`src/rtl/al_accel_cp_unit.sv`:
```
// al_accel_cp_unit -- compare-pool (max-pooling) stage of the accelerator datapath.
//
// Accepts one DW-bit sample per enabled cycle and tracks the running maximum
// of a window of POOL_SIZE samples. When the last sample of a window is
// accepted, the window maximum is presented on cp_do together with a one-cycle
// cp_vld pulse, and the next window starts automatically.
//
// Ports:
//   clk      in   rising-edge clock
//   resetn   in   synchronous reset, active HIGH despite the name
//   enb      in   stage enable; 0 stalls the unit (state held, cp_vld forced low)
//   cp_clr   in   synchronous abort of the current window (ignored while stalled)
//   cp_di    in   DW-bit input sample
//   cp_do    out  running max of the current window / result of the last window
//   cp_vld   out  one-cycle pulse: cp_do holds a completed window result
//   cp_cnt   out  samples accumulated in the current window (0..POOL_SIZE-1)
//   cp_empty out  no sample accepted since reset, clear or window completion
//
// Handshake: cp_vld is a pure valid pulse with no ready. The result is valid
// only in the cycle cp_vld=1; downstream must capture it then. Upstream has no
// ready either: a sample is consumed on every edge with enb=1 and cp_clr=0.
//
// Priority per rising edge: resetn > stall (enb=0) > cp_clr > sample accept.
// All outputs come straight from registers.

module al_accel_cp_unit #(
    parameter int DW        = 8,
    parameter int POOL_SIZE = 4,
    parameter bit SIGNED    = 1'b1,
    localparam int CW       = $clog2(POOL_SIZE + 1)
) (
    input  logic          clk,
    input  logic          resetn,
    input  logic          enb,
    input  logic          cp_clr,
    input  logic [DW-1:0] cp_di,
    output logic [DW-1:0] cp_do,
    output logic          cp_vld,
    output logic [CW-1:0] cp_cnt,
    output logic          cp_empty
);

    logic [DW-1:0] max_q;
    logic [CW-1:0] cnt_q;
    logic          vld_q;
    logic          empty_q;

    // Candidate value for max_q when a sample is accepted.
    logic          di_greater;
    logic [DW-1:0] max_next;
    // The accepted sample closes the current window.
    logic          last_sample;

    always_comb begin
        di_greater = 1'b0;
        if (SIGNED) begin
            di_greater = $signed(cp_di) > $signed(max_q);
        end else begin
            di_greater = cp_di > max_q;
        end
    end

    always_comb begin
        max_next = max_q;
        // An empty window loads the sample directly: the held result of the
        // previous window (or the reset value) must never take part in the compare.
        if (empty_q || di_greater) begin
            max_next = cp_di;
        end
    end

    assign last_sample = (cnt_q == CW'(POOL_SIZE - 1));

    always_ff @(posedge clk) begin
        if (resetn) begin
            max_q   <= '0;
            cnt_q   <= '0;
            vld_q   <= 1'b0;
            empty_q <= 1'b1;
        end else if (!enb) begin
            // Stall: everything holds except the pulse, which must not stretch.
            vld_q <= 1'b0;
        end else if (cp_clr) begin
            // Abort the window; max_q keeps the last visible value.
            cnt_q   <= '0;
            vld_q   <= 1'b0;
            empty_q <= 1'b1;
        end else begin
            max_q <= max_next;
            if (last_sample) begin
                cnt_q   <= '0;
                vld_q   <= 1'b1;
                empty_q <= 1'b1;
            end else begin
                cnt_q   <= cnt_q + CW'(1);
                vld_q   <= 1'b0;
                empty_q <= 1'b0;
            end
        end
    end

    assign cp_do    = max_q;
    assign cp_vld   = vld_q;
    assign cp_cnt   = cnt_q;
    assign cp_empty = empty_q;

endmodule

```
`config.mk`:
```
export PLATFORM = sky130hd
export DESIGN_NAME = al_accel_cp_unit
export DESIGN_NICKNAME = d
export VERILOG_FILES = /design/src/rtl/al_accel_cp_unit.sv
export SDC_FILE = /design/constraint.sdc
export NUM_CORES = 1
export LEC_CHECK = 0
export CAP_MARGIN = 25
export CELL_PAD_IN_SITES_DETAIL_PLACEMENT = 0
export CELL_PAD_IN_SITES_GLOBAL_PLACEMENT = 1
export CORE_MARGIN = 1
export CORE_UTILIZATION = 29
export DETAILED_ROUTE_END_ITERATION = 12
export PLACE_DENSITY_LB_ADDON = 0.1
export RECOVER_POWER = 100
export SYNTH_ARGS = -nofsm -noshare
export SYNTH_HDL_FRONTEND = slang
export SYNTH_SLANG_ARGS = --single-unit
```
`constraint.sdc`:
```
create_clock -name clk -period 2 [get_ports clk]
set_input_delay 0.3 -clock clk [delete_from_list [all_inputs] [get_ports clk]]
set_output_delay 0.3 -clock clk [all_outputs]
set_load 0.02 [all_outputs]
```
==> impl_metrics.ini, run 1 <==
[outcome]
status = complete, no violations

[clock_network]
cts_setup_buffers = 0
cts_tree = yes
clk_latency_ns = 0.29
cts_root_buffer = clkbuf_4
cts_buffers = 3
cts_max_level = 1
cts_hold_buf = 0
cts_sinks = 13
clock_path_buffers = 2
cts.clk_slew.worst_paths_ns = 0.09

[timing]
hold_viol = 0
slew_headroom_pct = 83.6
worst_slack_ns = 0.0787
finalSetupViolations = 0
setup_tns_ns = 0
slew_viol_final = 0
worstMarginPinSlew_ns = 0.245
fmax_ghz = 0.520
min_period_ns = 1.92
timing.final.crit_share_pct = 96.1
skew_ns = 0.00790

[hold_path]
worstHoldPathType = in2reg
whs_path_depth = 3

[critical_path]
path_class = in2reg
start_kind = input pin
reg2reg_depth = 8
crit_required_ns = 2.21
path_max_fanout = 4
cp-end-kind = register
arrival_ns = 2.13

[detailed_routing]
detail-route-antenna-nets = 0
avgViaCountPerCell = 4.49
vias = 683
drt-total-wl_um = 1610
drt_pass1_iterations = 4
drc = 0
wl_per_cell_um = 10.6
drtIter0Drc = 12

[final_layout]
drive_above_1_share_pct = 16.4
nets = 144
fin_area_um2 = 1190
register_area_um2 = 262
fin_util_pct = 48.1
diodes = 0
multiInputGateArea_um2 = 512
fill_cells = 255
mostFrequentLayoutCell = nand2_1
area_delta_synth_final_pct = 55.7
final_cell_mix = nand2_1, dlygate4sd3_1, inv_1, dfxtp_1

[floorplanning]
num_rows = 18
chipWidth_um = 53.4
core_region_area_um2 = 2480
initial_core_util_pct = 30.9
die_h_um = 53.4
die-area_um2 = 2850
io_pins = 25

[synthesis]
yosysSeqAreaShare_pct = 34.0
synthSimpleGateAreaFrac_pct = 18.0
synth_top_family_by_area = simple AND/OR/NAND/NOR gates
synth_fa_ha_area_share_pct = 14.7
synth_top_cell_by_area = dfxtp_1
ys_warn_count = 0
synth_seq_cells = 13
postSynthCellCount = 87
netlist_area_um2 = 766
syn_nets = 108
synth.distinct_cells = 24
muxShareOfSynthArea_pct = 14.7
synth_area_leaders = dfxtp_1, ha_1, mux2i_1
synth_top_area_share_pct = 34.0
syn_area_per_cell_um2 = 8.80
yosys.area_share.xor_xnor_pct = 0
synth_compound_area_share_pct = 11.8

[placement]
portBuffers = 24
dp_hpwl_um = 1280
dpl_cell_area_um2 = 1100
pre_cts_slack_ns = -0.340
gp_congestion = 0.702

[grt]
antenna_found_initial = 0
grt-ovfl-total = 0
track_usage_pct = 13.0
grt_start_max_net_pins = 10
grt_pass1_wl_um = 2580
first_global_vias = 625

[power_and_ir_drop]
cellPowerDensity_nw_per_um2 = 578
p_leak_nw = 0.548
max-vdd-ir-drop_mv = 0.370

[job]
max-cap-violations = 0
-- timing repair --
| action | CTS | global route |
|---|---|---|
| pin swaps | 0 | 2 |
| endpoints found under the hold margin | 0 | 0 |
| setup endpoints to repair | 8 | 8 |
| resized for setup | 2 | 7 |
| gates cloned | 0 | 0 |
-- through the flow --
stage,hold WS [ns],total power [mW],instances
after floorplan,0.369,0.407,87
after global placement,0.457,0.503,148
after detailed placement,0.459,0.504,148
after CTS,0.472,0.684,152
after global routing,0.333,0.739,152
final,0.340,0.690,152
-- metal layers --
layer | wire (um) | track usage (%)
met2 | 774 | 21.0
met5 | 0 | 0
met4 | 0 | 2.63
met1 | 737 | 15.5
met3 | 94 | 6.03
-- sequential cells by signal (all words and copies together) (netlist names) --
signal,flops
cp_cnt,3
cp_do,8
cp_empty,1
cp_vld,1
-- final timing paths --
| kind | from | to | slack [ns] |
|---|---|---|---|
| max reg2reg | cp_do[3] | cp_do[6] | 0.15 |
| min | cp_di[5] | cp_do[5] | 0.34 |
| max | cp_di[3] | cp_do[6] | 0.08 |
| min reg2reg | cp_do[3] | cp_do[3] | 0.47 |
-- worst max-delay path: stages --
cell	delay [ns]
clkdlybuf4s50_1	0.44
ha_1	0.32
a21oi_2	0.15
o221ai_2	0.13
a31oi_4	0.19
mux2i_4	0.28
buf_6	0.15
mux2i_1	0.17
-- synthesized netlist by cell type --
cell type  number
a21oi_1         5
a21oi_2         1
a31oi_2         1
and3_1          1
clkbuf_1        1
clkinv_1        1
dfxtp_1        13
ha_1            9
inv_1          12
mux2i_1         9
mux2i_4         1
nand2_1        17
nand2b_1        3
nand3b_1        1
nand4_1         1
nand4_2         1
nor2_1          1
nor2b_1         1
nor3_1          1
nor3b_1         1
o211ai_1        1
o21ai_0         3
o221ai_2        1
o22ai_1         1
-- cell type report --
type,count,share of cell area [%]
well taps,30,3.15
multi-input cells,60,42.9
clock buffers,4,2.20
inverters,13,4.09
repair buffers,32,25.7
flip-flops and latches,13,21.9
-- power breakdown --
part	switching, mW	total, mW	leakage [nW]	internal (mW)
clock network	0.0949	0.172	0.0150	0.0775
registers	0.0104	0.285	0.107	0.275
logic	0.110	0.232	0.426	0.122
total	0.216	0.690	0.548	0.474
-- cells by family (layout without fill, tap and decap cells) --
family | after synthesis | in the layout
AO/OA/AOI/OAI | 13 | 13
AND/OR/NAND/NOR | 28 | 28
adder cells (fa/ha/maj) | 9 | 9
flip-flops | 13 | 13
multiplexers | 10 | 10
buffers and inverters | 14 | 49
Power figures use the tool's default switching activity.
==> run 2, diff against run 1 <==
Settings changed: CORE_MARGIN 1 to 8, TNS_END_PERCENT set to 5.
==> run 2 against run 1 <==
Non-clock buffer count down 1; largest cell class unchanged; cell count down 0.66%; setup slack improved by 0.016 ns; global-route usage decreased by 4.5 points; combinational power down 2%.
==> impl_metrics.ini, run 2 (same netlist as run 1, synthesis figures left out) <==
[outcome]
status = complete, no violations

[placement]
gp_congestion = 0.686
dpl.cell_count = 147
dp_hpwl_um = 1440
portBuffers = 24

[critical_path]
r2r-end = cp_do[1]
arrival_ns = 2.11
path_max_fanout = 4
cp-endpoint = cp_do[1]
max_stage_delay_ns = 0.43
reg2reg_from = cp_do[3]
reg2reg_depth = 8
crit_slowest_cell = clkdlybuf4s50_1
critPathLaunch = cp_di[4]
path_cells = clkdlybuf4s50_1, ha_1, nand4_4, o221ai_2, a31oi_2, mux2i_4, buf_4, mux2i_1
start_kind = input pin
path_class = in2reg
crit_required_ns = 2.20
cp-end-kind = register
regToRegSetupSlack_ns = 0.18

[clock_network]
cts_root_buffer = clkbuf_4
cts_max_level = 1
clk_latency_ns = 0.27
cts_tree = yes
cts_sinks = 13
cts_setup_buffers = 0
cts_buffers = 3
clock_path_buffers = 2
cts.clk_slew.worst_paths_ns = 0.08

[final_layout]
fill_cells = 267
fin_cells = 151
multiInputGateArea_um2 = 519
nets = 143
diodes = 0
final_cell_mix = nand2_1, dlygate4sd3_1, inv_1
fin_util_pct = 47.6
largest_register_ff_count = 8
drive_above_1_share_pct = 17.4
register_area_um2 = 263
area_delta_synth_final_pct = 55.4
mostFrequentLayoutCell = nand2_1

[grt]
track_usage_pct = 8.50
first_global_vias = 677
antenna_found_initial = 0
grt-ovfl-total = 0
grt_start_max_net_pins = 12
grt_pass1_wl_um = 2990

[power_and_ir_drop]
pwr-share-clk_pct = 24.5
p_leak_nw = 0.564
p_seq_share_pct = 42.0
p_sw_share_pct = 30.7
power_mw = 0.679
p_comb_share_pct = 33.5
cellPowerDensity_nw_per_um2 = 571
cell_internal_pwr_mw = 0.470
max-vdd-ir-drop_mv = 0.457
p_switching_mw = 0.209

[timing]
slew_headroom_pct = 69.8
hold_viol = 0
timing.final.crit_share_pct = 95.3
finalSetupViolations = 0
slew_viol_final = 0
worstMarginPinSlew_ns = 0.453
min_period_ns = 1.91
fmax_ghz = 0.525
skew_ns = 0.00136
grt_setup_unrepaired = false
setup_tns_ns = 0

[hold_path]
worstHoldPathType = in2reg

[floorplanning]
chipWidth_um = 67.4
initial_core_util_pct = 30.6
io_pins = 25
num_rows = 18
die-area_um2 = 4540
die_h_um = 67.4
core_region_area_um2 = 2500

[job]
max-cap-violations = 0

[detailed_routing]
avgViaCountPerCell = 4.53
drtIter0Drc = 20
wl_per_cell_um = 11.9
vias = 684
drt-total-wl_um = 1790
detail-route-antenna-nets = 0
drt_pass1_iterations = 3
drc = 0
==> run 2: cell types whose count changed in the layout (fill, tap and decap cells not counted) <==
cell / delta
dfxtp_1: -1
a31oi_4: -1
a21oi_2: +1
dlymetal6s2s_1: +3
buf_6: -2
clkdlybuf4s50_1: -3
a21oi_1: -1
a31oi_2: +1
ha_4: +1
ha_1: -1
clkbuf_1: +1
dfxtp_2: +1
==> run 2: power by group through the flow <==
stage	clock [mW]	sequential, mW	combinational [mW]
floorplan	0	0.310	0.0973
CTS	0.180	0.286	0.237
global placement	0	0.291	0.212
global route	0.192	0.288	0.251
finish	0.166	0.285	0.228
detailed placement	0	0.292	0.212
==> run 2: worst max-delay path, delay by kind of cell <==
kind / cells / cell delay (ns)
AOI/OAI and AO/OA: 2 / 0.32
adders and majority gates: 1 / 0.33
buffers and inverters: 2 / 0.58
muxes: 2 / 0.47
and+or+nand+nor: 1 / 0.10
==> run 2: metrics by stage <==
step           setup WS [ns]  instance area, um^2  hold slack, ns
4_1_cts               0.0147                 1170           0.481
6_report              0.0949                 1190           0.345
3_5_place_dp          -0.317                 1090           0.467
2_1_floorplan         0.0252                  767           0.369
5_1_grt             0.000960                 1190           0.338
3_3_place_gp          -0.272                 1090           0.454
==> run 2: layout make-up <==
cell class	count	share of cell area [%]
tap	30	3.15
inverter	13	4.10
sequential	13	22.1
clock buffer	4	2.21
timing repair buffer	31	24.8
multi-input combinational	60	43.6
==> run 2: how the worst min path moves through the flow <==
stage / startpoint / end / slack [ns] / depth (start not counted)
detailed placement: cp_do[4] / cp_do[4] / 0.47 / 2
CTS: cp_do[4] / cp_do[4] / 0.48 / 2
floorplan: resetn / cp_cnt[1] / 0.37 / 1
global placement: cp_do[3] / cp_do[3] / 0.45 / 2
global route: cp_di[6] / cp_do[6] / 0.34 / 3
finish: cp_di[5] / cp_do[5] / 0.35 / 3
==> run 2: layer usage <==
metal | track usage, % | part of all wire (%) | vias to the layer above
met5 | 0 | 0 | -
met4 | 2.35 | 1.1 | 0
met3 | 4.97 | 9.0 | 2
met2 | 13.5 | 46 | 17
met1 | 9.51 | 44 | 301
li1 | - | - | 364
==> run 2: timing repair <==
action,4_1_cts,5_1_grt
hold buffers,0,0
setup endpoints to repair,3,8
gates resized for setup,6,6
gates cloned,0,0
pin swaps,1,0
